## src/rtl/regs_op_sequencer.sv

```systemverilog
// ============================================================================
// Module   : regs_op_sequencer
// Purpose  : Single-issue micro-op sequencer for a 2R/1W register file.
//            Accepts one 3-operand op per handshake, reads both operands,
//            runs a small ALU op and writes the result back.
// Options  : REGSEQ_FAST_EN - drop the EXEC state; the ALU result is taken
//            combinationally from the read data in READ (3-cycle ops).
// Revision : 1.0 - initial release
// ============================================================================
`timescale 1ns/1ps
`default_nettype none

module regs_op_sequencer #(
  parameter int DATA_WIDTH = 8,
  parameter int ADDR_WIDTH = 5
) (
  input  logic                  i_CLK,
  input  logic                  i_RSTn,
  input  logic                  i_valid,
  output logic                  o_ready,
  input  logic [2:0]            i_op,
  input  logic [ADDR_WIDTH-1:0] i_rd,
  input  logic [ADDR_WIDTH-1:0] i_rs1,
  input  logic [ADDR_WIDTH-1:0] i_rs2,
  input  logic [DATA_WIDTH-1:0] i_imm,
  output logic [ADDR_WIDTH-1:0] o_reg0,
  output logic [ADDR_WIDTH-1:0] o_reg1,
  input  logic [DATA_WIDTH-1:0] i_data0,
  input  logic [DATA_WIDTH-1:0] i_data1,
  output logic [ADDR_WIDTH-1:0] o_reg2,
  output logic [DATA_WIDTH-1:0] o_data2,
  output logic                  o_done,
  output logic [DATA_WIDTH-1:0] o_result,
  output logic                  o_zero
);

  // FSM encoding
  localparam logic [1:0] ST_IDLE = 2'd0;
  localparam logic [1:0] ST_READ = 2'd1;
`ifndef REGSEQ_FAST_EN
  localparam logic [1:0] ST_EXEC = 2'd2;
`endif
  localparam logic [1:0] ST_WB   = 2'd3;

  // Opcodes
  localparam logic [2:0] OP_NOP = 3'd0;
  localparam logic [2:0] OP_ADD = 3'd1;
  localparam logic [2:0] OP_SUB = 3'd2;
  localparam logic [2:0] OP_AND = 3'd3;
  localparam logic [2:0] OP_OR  = 3'd4;
  localparam logic [2:0] OP_XOR = 3'd5;
  localparam logic [2:0] OP_MOV = 3'd6;
  localparam logic [2:0] OP_LDI = 3'd7;

  logic [1:0]            state_q, state_d;
  logic [2:0]            op_q;
  logic [ADDR_WIDTH-1:0] rd_q, rs1_q, rs2_q;
  logic [DATA_WIDTH-1:0] imm_q;
  logic [DATA_WIDTH-1:0] result_q;
  logic                  zero_q;
  logic [DATA_WIDTH-1:0] alu_d;
  logic                  accept;
  logic                  result_en;

  // ALU: add/sub wrap modulo 2^DATA_WIDTH, carry/borrow dropped
  function automatic logic [DATA_WIDTH-1:0] alu_f(
    input logic [2:0]            op,
    input logic [DATA_WIDTH-1:0] a,
    input logic [DATA_WIDTH-1:0] b,
    input logic [DATA_WIDTH-1:0] imm
  );
    logic [DATA_WIDTH-1:0] r;
    r = '0;
    case (op)
      OP_ADD:  r = a + b;
      OP_SUB:  r = a - b;
      OP_AND:  r = a & b;
      OP_OR:   r = a | b;
      OP_XOR:  r = a ^ b;
      OP_MOV:  r = a;
      OP_LDI:  r = imm;
      default: r = '0;
    endcase
    return r;
  endfunction

  assign accept = (state_q == ST_IDLE) && i_valid;

`ifdef REGSEQ_FAST_EN
  // Fast path: result comes straight from the register-file read data
  assign alu_d     = alu_f(op_q, i_data0, i_data1, imm_q);
  assign result_en = (state_q == ST_READ) && (op_q != OP_NOP);
`else
  logic [DATA_WIDTH-1:0] op1_q, op2_q;

  assign alu_d     = alu_f(op_q, op1_q, op2_q, imm_q);
  assign result_en = (state_q == ST_EXEC) && (op_q != OP_NOP);

  // Capture both operands at the end of READ
  always_ff @(posedge i_CLK or negedge i_RSTn) begin
    if (!i_RSTn) begin
      op1_q <= '0;
      op2_q <= '0;
    end else if (state_q == ST_READ) begin
      op1_q <= i_data0;
      op2_q <= i_data1;
    end
  end
`endif

  // Next-state logic
  always_comb begin
    state_d = state_q;
    case (state_q)
      ST_IDLE: if (i_valid) state_d = ST_READ;
`ifdef REGSEQ_FAST_EN
      ST_READ: state_d = ST_WB;
`else
      ST_READ: state_d = ST_EXEC;
      ST_EXEC: state_d = ST_WB;
`endif
      ST_WB:   state_d = ST_IDLE;
      default: state_d = ST_IDLE;
    endcase
  end

  // State register; async reset lands in IDLE so a pending write is dropped
  always_ff @(posedge i_CLK or negedge i_RSTn) begin
    if (!i_RSTn) state_q <= ST_IDLE;
    else         state_q <= state_d;
  end

  // Latch the command fields on acceptance; later input changes are ignored
  always_ff @(posedge i_CLK or negedge i_RSTn) begin
    if (!i_RSTn) begin
      op_q  <= OP_NOP;
      rd_q  <= '0;
      rs1_q <= '0;
      rs2_q <= '0;
      imm_q <= '0;
    end else if (accept) begin
      op_q  <= i_op;
      rd_q  <= i_rd;
      rs1_q <= i_rs1;
      rs2_q <= i_rs2;
      imm_q <= i_imm;
    end
  end

  // Result and zero flag; a NOP leaves both untouched
  always_ff @(posedge i_CLK or negedge i_RSTn) begin
    if (!i_RSTn) begin
      result_q <= '0;
      zero_q   <= 1'b0;
    end else if (result_en) begin
      result_q <= alu_d;
      zero_q   <= (alu_d == '0);
    end
  end

  // Register-file ports are only driven in the state that owns them
  assign o_ready  = (state_q == ST_IDLE);
  assign o_reg0   = (state_q == ST_READ) ? rs1_q : '0;
  assign o_reg1   = (state_q == ST_READ) ? rs2_q : '0;
  assign o_reg2   = ((state_q == ST_WB) && (op_q != OP_NOP)) ? rd_q : '0;
  assign o_data2  = (state_q == ST_WB) ? result_q : '0;
  assign o_done   = (state_q == ST_WB);
  assign o_result = result_q;
  assign o_zero   = zero_q;

endmodule

`default_nettype wire

```

## config.mk

```make
export PLATFORM = sky130hd
export DESIGN_NAME = regs_op_sequencer
export DESIGN_NICKNAME = d
export VERILOG_FILES = /design/src/rtl/regs_op_sequencer.sv
export SDC_FILE = /design/constraint.sdc
export NUM_CORES = 1
export LEC_CHECK = 0
export CAP_MARGIN = 20
export CORE_MARGIN = 3
export CORE_UTILIZATION = 54
export CTS_CLUSTER_DIAMETER = 80
export DETAILED_ROUTE_END_ITERATION = 16
export HOLD_SLACK_MARGIN = 0.1
export PLACE_DENSITY = 0.89
export SLEW_MARGIN = 25
export SYNTH_ARGS = -nofsm -noshare
export SYNTH_HDL_FRONTEND = slang
export SYNTH_SLANG_ARGS = --single-unit
export TNS_END_PERCENT = 50
```

## constraint.sdc

```tcl
create_clock -name i_CLK -period 7.85 [get_ports i_CLK]
set_input_delay 1.57 -clock i_CLK [delete_from_list [all_inputs] [get_ports i_CLK]]
set_output_delay 1.57 -clock i_CLK [all_outputs]
set_load 0.005 [all_outputs]
```

==> impl_metrics.csv <==
group,metric,value,unit
status,run_status,"completed",
setup_path,cp_max_fo,25,
place,numPlacedInstances,473,
timing,setup_viol,0,
drt,postRouteAntennaNets,0,
hold_path,min_path_type,"reg -> reg",
clock_network,clk_latency,0.31,ns
clock_network,clkTransAtPathRegs,0.10,ns
timing,clock.fmax,270,MHz
setup_path,worstPathArrival,2.13,ns
clock_network,htree_levels,2,
timing,finClkSkew,0.00696,ns
clock_network,cts_tree,"yes",
synthesis,post_synth.cell_area_avg,9.88,µm²
die,fp.dieW,84.3,µm
global_routing,track_usage,21.6,%
die,row_count,27,
layout,diodes,0,
die,ios,79,
pwr,ir_drop,0.207,mV
global_routing,overflow,0,
hold_path,min_to,"o_zero",
setup_path,reg2reg_depth,9,
setup_path,worst_setup_path_start_kind,"flip-flop",
die,initial_utilization,58.0,%
hold_path,holdPathStages,2,
layout,multiInputGateArea,1800,µm²
die,core-area,5710,µm²
hold_path,worstHoldStart,"o_zero",
die,die_h,84.3,µm
clock_network,numCtsBuffers,5,
setup_path,worstPathRequired,6.28,ns
timing,slew_viol_final,0,
pwr,power_density,451,nW/µm²
timing,tightest_slew,0.730,ns
synthesis,synth_cell_types,43,
synthesis,syn_area,3310,µm²
place,gp_congestion,0.880,
place,hpwl,5610,µm
global_routing,grt_max_degree,54,
global_routing,grt_pass1_wl,12600,µm
pwr,p_leak,1.85,nW
synthesis,yosysSeqAreaShare,40.1,%
setup_path,r2r_start,"op_q[1]",
layout,syn_to_final_growth,27.6,%
drt,drtPass1Iterations,5,
timing,finalCritPeriodShare,47.2,%
timing,fin_hold_ws,0.498,ns
layout,layout_commonest_cell,"clkdlybuf4s50_1",
global_routing,first_global_vias,2719,
synthesis,synth_async_sr_flop_share,100,%
drt,dr.first_iter.drc_count,174,
drt,top_layer,"met4",
timing,period_minus_slack,3.70,ns
clock_network,cts.repair.resized,0,
setup_path,cp-end-kind,"primary output",
flow_run,maxCapViolations,0,
synthesis,synth_edf_count,0,
clock_network,clk_path_buf_depth,2,
timing,slew-limit-headroom,51.3,%
synthesis,ys_ff_latch,53,
drt,drc,0,
layout,seq_area,1330,µm²
setup_path,reg2reg_slack,4.44,ns
die,die_area,7110,µm²
synthesis,dominantRegCellSynth,"dfrtp_1",
layout,layout_common_cells,"clkdlybuf4s50_1 (77), dfrtp_1 (53), o21ai_0 (38)",
synthesis,synth_fp_nets,409,
synthesis,ys_warn_count,0,
place,portBuffers,78,
timing,grt_setup_unrepaired,"no",
drt,m1WireLength,3130,µm
drt,vias,2675,
clock_network,cts_root_buffer,"clkbuf_8",
timing,report.final.hold_viol_count,0,
drt,wl_met3,582,µm
setup_path,worstReg2RegEnd,"o_zero",
drt,drt-total-wl,7490,µm
setup_path,crit_type,"reg -> out",
layout,drive_gt1_share,11.7,%
layout,nets,482,
global_routing,antenna_found_initial,0,
layout,instances_no_fill,481,
clock_network,clock-sinks,53,
drt,viasPerCell,5.56,
drt,wl_per_cell,15.6,µm
layout,finish.utilization,74.0,%
clock_network,post_cts_buffers,0,
timing,fin_setup_tns,0,ns
synthesis,syn_inst,335,
clock_network,ctsHoldBuffers,0,
drt,wl_met2,3690,µm
layout,fillers,410,
==> cell usage after synthesis (4+ instances only) <==
| master | number | share of area [%] |
|---|---|---|
| xnor2_1 | 10 | 2.6 |
| nand3_1 | 5 | 0.76 |
| inv_1 | 28 | 3.2 |
| nor2b_1 | 6 | 1.1 |
| and2_1 | 23 | 4.3 |
| mux2_2 | 29 | 9.9 |
| a31oi_1 | 5 | 0.94 |
| o21ai_0 | 38 | 5.7 |
| mux2i_1 | 6 | 1.8 |
| a21oi_1 | 7 | 1.1 |
| a22o_1 | 4 | 1.1 |
| buf_2 | 4 | 0.60 |
| ha_1 | 28 | 11 |
| nand2b_1 | 4 | 0.76 |
| nor2_1 | 12 | 1.4 |
| a22oi_1 | 4 | 0.91 |
| dfrtp_1 | 53 | 40 |
| nand2_1 | 27 | 3.1 |
| clkbuf_1 | 9 | 1.0 |
==> flip-flops by register name, indices dropped and copies added, names as in the netlist <==
signal / count
rd_q: 5
state_q: 2
o_result: 8
rs2_q: 5
rs1_q: 5
o_zero: 1
imm_q: 8
op2_q: 8
op1_q: 8
op_q: 3
==> cells by family (layout without fill, tap and decap cells) <==
logic type      Yosys count  in the layout  share of synthesized area, %
compound gates           72             72                          13.3
xor+xnor                 13             13                          3.44
fa+ha+maj                29             29                          11.2
buf+inv                  44            118                          5.71
flops                    53             53                          40.1
mux                      36             36                          12.4
simple gates             88             88                          13.9
==> layout make-up <==
type | instances | share of cell area (%)
tap | 72 | 2.13
clock buffer | 5 | 1.63
inverter | 28 | 2.49
timing repair buffer | 82 | 19.1
sequential | 53 | 31.4
clock inverter | 3 | 0.681
multi-input combinational | 238 | 42.6
==> stage by stage <==
stage / worst slack, ns / power, mW / instance area (µm²)
after floorplan: 4.96 / 1.37 / 3310
after global placement: 4.47 / 1.67 / 4120
after detailed placement: 4.47 / 1.72 / 4120
after CTS: 4.14 / 1.90 / 4220
after global routing: 3.98 / 2.07 / 4220
final: 4.15 / 1.90 / 4220
==> worst max-delay path by stage <==
| stage | slack (ns) | cells after the start | start | endpoint |
|---|---|---|---|---|
| detailed placement | 4.47 | 3 | i_valid | rs1_q[2] |
| global placement | 4.47 | 3 | i_valid | rs2_q[0] |
| finish | 4.15 | 3 | op_q[1] | o_reg2[4] |
| CTS | 4.14 | 3 | op_q[1] | o_reg2[4] |
| floorplan | 4.96 | 5 | op_q[0] | o_reg2[0] |
| global route | 3.98 | 3 | op_q[1] | o_reg2[4] |
==> layer usage <==
layer / global-route usage (%) / vias up
li1: - / 1292
met1: 26.5 / 1269
met2: 37.9 / 102
met3: 6.48 / 12
met4: 4.24 / 0
met5: 0 / -
==> critical path, cell delays in order, from the launching register on <==
cell and delay [ns]:
dfrtp_1 0.83, o31a_1 0.32, and2_1 0.16, clkdlybuf4s50_1 0.51
==> where the power goes <==
group          total, mW  internal (mW)  leakage [nW]  switching [mW]
Sequential         0.550          0.409         0.642           0.141
Clock              0.167         0.0669        0.0506          0.0997
Combinational       1.19          0.590          1.16           0.596
(Power assumes the default switching activity.)
==> edit 1 (same settings) <==
Build with the macro `REGSEQ_FAST_EN` defined.
--- a/src/rtl/regs_op_sequencer.sv
+++ b/src/rtl/regs_op_sequencer.sv
@@ -11,2 +11,4 @@
 `default_nettype none
+
+`define REGSEQ_FAST_EN
 
Behaviour: not the same (a bounded check fails within 4 cycles, from zero or initial values and one cycle with i_RSTn low).
==> edit 1 against the original RTL <==
Register-to-register slack worse by 100 ps; power down 35%; count of clock-buffer cells in the layout grew 1; routed wire length is 13% lower; area after synthesis is 18% lower; worst setup slack got worse by 670 ps; design area decreased by 15%; die area shrank 17%; sequential cell count is 16 lower; critical path type is now input port to flip-flop; critical endpoint is now o_zero; largest cell class unchanged; largest power group unchanged.
==> edit 1: results <==
{
  "outcome": "completed",
  "syn_nets": 343,
  "synthDistinctLibCells": 51,
  "grt_pass1_wl_um": 10730,
  "wl_met2_um": 3268,
  "grt.total_usage": 0.2307,
  "vias_per_cell": 5.535,
  "final_area_mm2": 0.003585,
  "relSlewSlack": 0.4391,
  "hold_violations": 0,
  "worstHoldStart": "rd_q[1]",
  "gp_congestion": 0.9288,
  "p_leak_nw": 1.557,
  "met1_usage": 0.2960,
  "power.switching_mw": 0.4755,
  "placed_area_mm2": 0.003502,
  "drt-initial-drc-count": 161,
  "whs_path_depth": 1,
  "seq_area_frac_synth": 0.3431,
  "avgRoutedWirePerCell_um": 15.85,
  "synth.area.top_cells": "dfrtp_1 34%, mux2_2 12%, ha_1 11%",
  "synth_fa_ha_area_frac": 0.1224,
  "r2r_start": "op_q[1]",
  "ff2ff_setup_slack_ps": 4340,
  "hold_ws_ps": 498.5,
  "vdd_drop_max_v": 0.0002059,
  "synthMuxAreaShare": 0.1599,
  "hold_end": "rd_q[1]",
  "post-route-min-period_ps": 4376,
  "clock_latency_ps": 290,
  "worst-r2r-cell-count": 10,
  "synth-xor-area-share": 0.02921,
  "grt_util_met2": 0.3885,
  "fin_nets": 415,
  "synth-compound-area-share": 0.1293,
  "crit_slowest_cell": "clkdlybuf4s50_1",
  "place_ws_ps": 3186,
  "m1WireLength_um": 2811,
  "use_met3": 0.03756,
  "crit_path_max_incr_delay_ps": 530,
  "dp_hpwl_um": 5117,
  "cp_top_family": "compound AO/OA/AOI/OAI gates",
  "syn_avg_cell_area_um2": 9.886,
  "n_fill_cell": 353,
  "clk_pin_slew_ps": 80,
  "reg2reg_to": "o_zero",
  "first_global_vias": 2216,
  "grt_max_degree": 38,
  "synthTopCellsByCount": "37 x dfrtp_1, 29 x mux2_2, 24 x ha_1",
  "worstPathMaxFanout": 5,
  "crit_arrival_ps": 4560,
  "drive_gt1_frac": 0.1272,
  "clock_skew_ps": 7.196,
  "route.met3.wl_um": 314,
  "instances_no_fill": 413
}
edit 1: cell count changes after synthesis, sizes merged, moves of 3 or more:
| cell | unedited run | this run |
|---|---|---|
| clkbuf | 9 | 5 |
| a211o | 0 | 3 |
| inv | 28 | 21 |
| a21oi | 7 | 16 |
| xor2 | 3 | 0 |
| and3 | 2 | 9 |
| ha | 28 | 24 |
| a22o | 4 | 0 |
| dfrtp | 53 | 37 |
| o21ai | 38 | 8 |
| nand2 | 27 | 5 |
| a22oi | 4 | 0 |
edit 1: how the worst max path moves through the flow:
stage	cells after the start	from	endpoint
after floorplan	10	i_data1[0]	o_zero
final	12	i_data1[0]	o_zero
after CTS	12	i_data1[0]	o_zero
after global placement	12	i_data1[0]	o_zero
after global routing	12	i_data1[0]	o_zero
after detailed placement	12	i_data1[0]	o_zero
edit 1: cell type report:
| type | count | share of cell area |
|---|---|---|
| multi-input cells | 200 | 0.4538 |
| flip-flops and latches | 37 | 0.2583 |
| repair buffers | 79 | 0.2185 |
| well taps | 67 | 0.02339 |
| inverters | 22 | 0.02304 |
| clock buffers | 6 | 0.02024 |
| clock inverters | 2 | 0.002792 |
edit 1: kinds of logic after synthesis:
logic type | count (synthesis)
flip-flops | 37
AND/OR/NAND/NOR | 76
XOR/XNOR | 9
adder cells (fa/ha/maj) | 26
multiplexers | 37
AO/OA/AOI/OAI | 52
buffers and inverters | 36
edit 1: power groups by stage:
stage,registers [mW],logic [mW],clock network [mW]
after floorplan,0.330,0.502,0
after global placement,0.370,0.712,0
after detailed placement,0.376,0.726,0
after CTS,0.372,0.729,0.131
after global routing,0.386,0.799,0.140
final,0.372,0.729,0.128
==> edit 2 (config.mk and constraints unchanged) <==
Made on the original files. Make the reset (`i_RSTn`) synchronous in 4 clocked blocks. Comments in the files are not updated.
--- a/src/rtl/regs_op_sequencer.sv
+++ b/src/rtl/regs_op_sequencer.sv
@@ -99,3 +99,3 @@
   // Capture both operands at the end of READ
-  always_ff @(posedge i_CLK or negedge i_RSTn) begin
+  always_ff @(posedge i_CLK) begin
     if (!i_RSTn) begin
@@ -127,3 +127,3 @@
   // State register; async reset lands in IDLE so a pending write is dropped
-  always_ff @(posedge i_CLK or negedge i_RSTn) begin
+  always_ff @(posedge i_CLK) begin
     if (!i_RSTn) state_q <= ST_IDLE;
@@ -133,3 +133,3 @@
   // Latch the command fields on acceptance; later input changes are ignored
-  always_ff @(posedge i_CLK or negedge i_RSTn) begin
+  always_ff @(posedge i_CLK) begin
     if (!i_RSTn) begin
@@ -150,3 +150,3 @@
   // Result and zero flag; a NOP leaves both untouched
-  always_ff @(posedge i_CLK or negedge i_RSTn) begin
+  always_ff @(posedge i_CLK) begin
     if (!i_RSTn) begin
Function: differs if i_RSTn is asserted again (counterexample within 4 cycles, from zero or initial values and one cycle with i_RSTn low); with i_RSTn held inactive, the same outputs for 10 cycles.
==> edit 2 against the original RTL <==
Power shrank 31%; routed wire length rose by 7.2%; sequential cell count unchanged; count of clock-buffer cells in the layout increased by 1; global-route usage grew 0.68 points; area after synthesis increased by 3.4%; design area is 2.6% higher; worst setup slack worse by 390 ps; critical path type unchanged; largest cell class unchanged.
==> edit 2: results <==
{
  "place_inst": 537,
  "avgRoutedWirePerCell_um": 14.73,
  "drive_gt1_frac": 0.04894,
  "first_pass_iters": 4,
  "cp_top_family": "buffers and inverters",
  "grt.total_usage": 0.2231,
  "p_leak_nw": 1.694,
  "hold_ws_ps": 469.0,
  "reg2reg_to": "o_zero",
  "vias_per_cell": 5.534,
  "clock_skew_ps": 9.007,
  "synth.area.top_cells": "dfxtp_1 31%, ha_1 10%, mux2i_1 7.3%",
  "worstPathMaxFanout": 22,
  "vdd_drop_max_v": 0.0001691,
  "synth-xor-area-share": 0.03071,
  "crit_arrival_ps": 2520,
  "crit_slowest_cell": "dfxtp_1",
  "synthMuxAreaShare": 0.1071,
  "synth-compound-area-share": 0.1525,
  "place_ws_ps": 4110,
  "first_global_vias": 2958,
  "drt-initial-drc-count": 135,
  "worstHoldStart": "rs1_q[3]",
  "crit_path_max_incr_delay_ps": 690,
  "grt_max_degree": 55,
  "async_flop_share": 0,
  "seq_area_frac_synth": 0.3101,
  "synthTopCellsByCount": "61 x nand2_1, 53 x dfxtp_1, 29 x nor2b_1",
  "gp_congestion": 1.003,
  "outcome": "completed",
  "grt_pass1_wl_um": 13500,
  "synth_fa_ha_area_frac": 0.1082
}
[edit 2: layout make-up]
cell class / count / area, µm²
Multi-Input combinational cell: 301 / 2155
Fill cell: 495 / 1692
Sequential cell: 53 / 1061
Timing Repair Buffer: 81 / 803.3
Inverter: 27 / 101.3
Tap cell: 75 / 93.84
Clock buffer: 6 / 82.58
Clock inverter: 2 / 37.54
[edit 2: report_power, final]
group / total [mW] / leakage [nW] / internal (mW) / switching (mW)
Clock: 0.194 / 0.0574 / 0.104 / 0.0905
Combinational: 0.722 / 1.20 / 0.331 / 0.391
Sequential: 0.394 / 0.433 / 0.327 / 0.0665
Total: 1.31 / 1.69 / 0.762 / 0.548
[edit 2: per-layer routing]
layer | up-vias | track usage | wire length [µm] | share of wire
li1 | 1491 | - | - | -
met1 | 1396 | 0.2851 | 3526 | 0.44
met2 | 114 | 0.3736 | 3722 | 0.46
met3 | 15 | 0.05476 | 633 | 0.079
met4 | 0 | 0.06475 | 147 | 0.018
met5 | - | 0 | 0 | 0
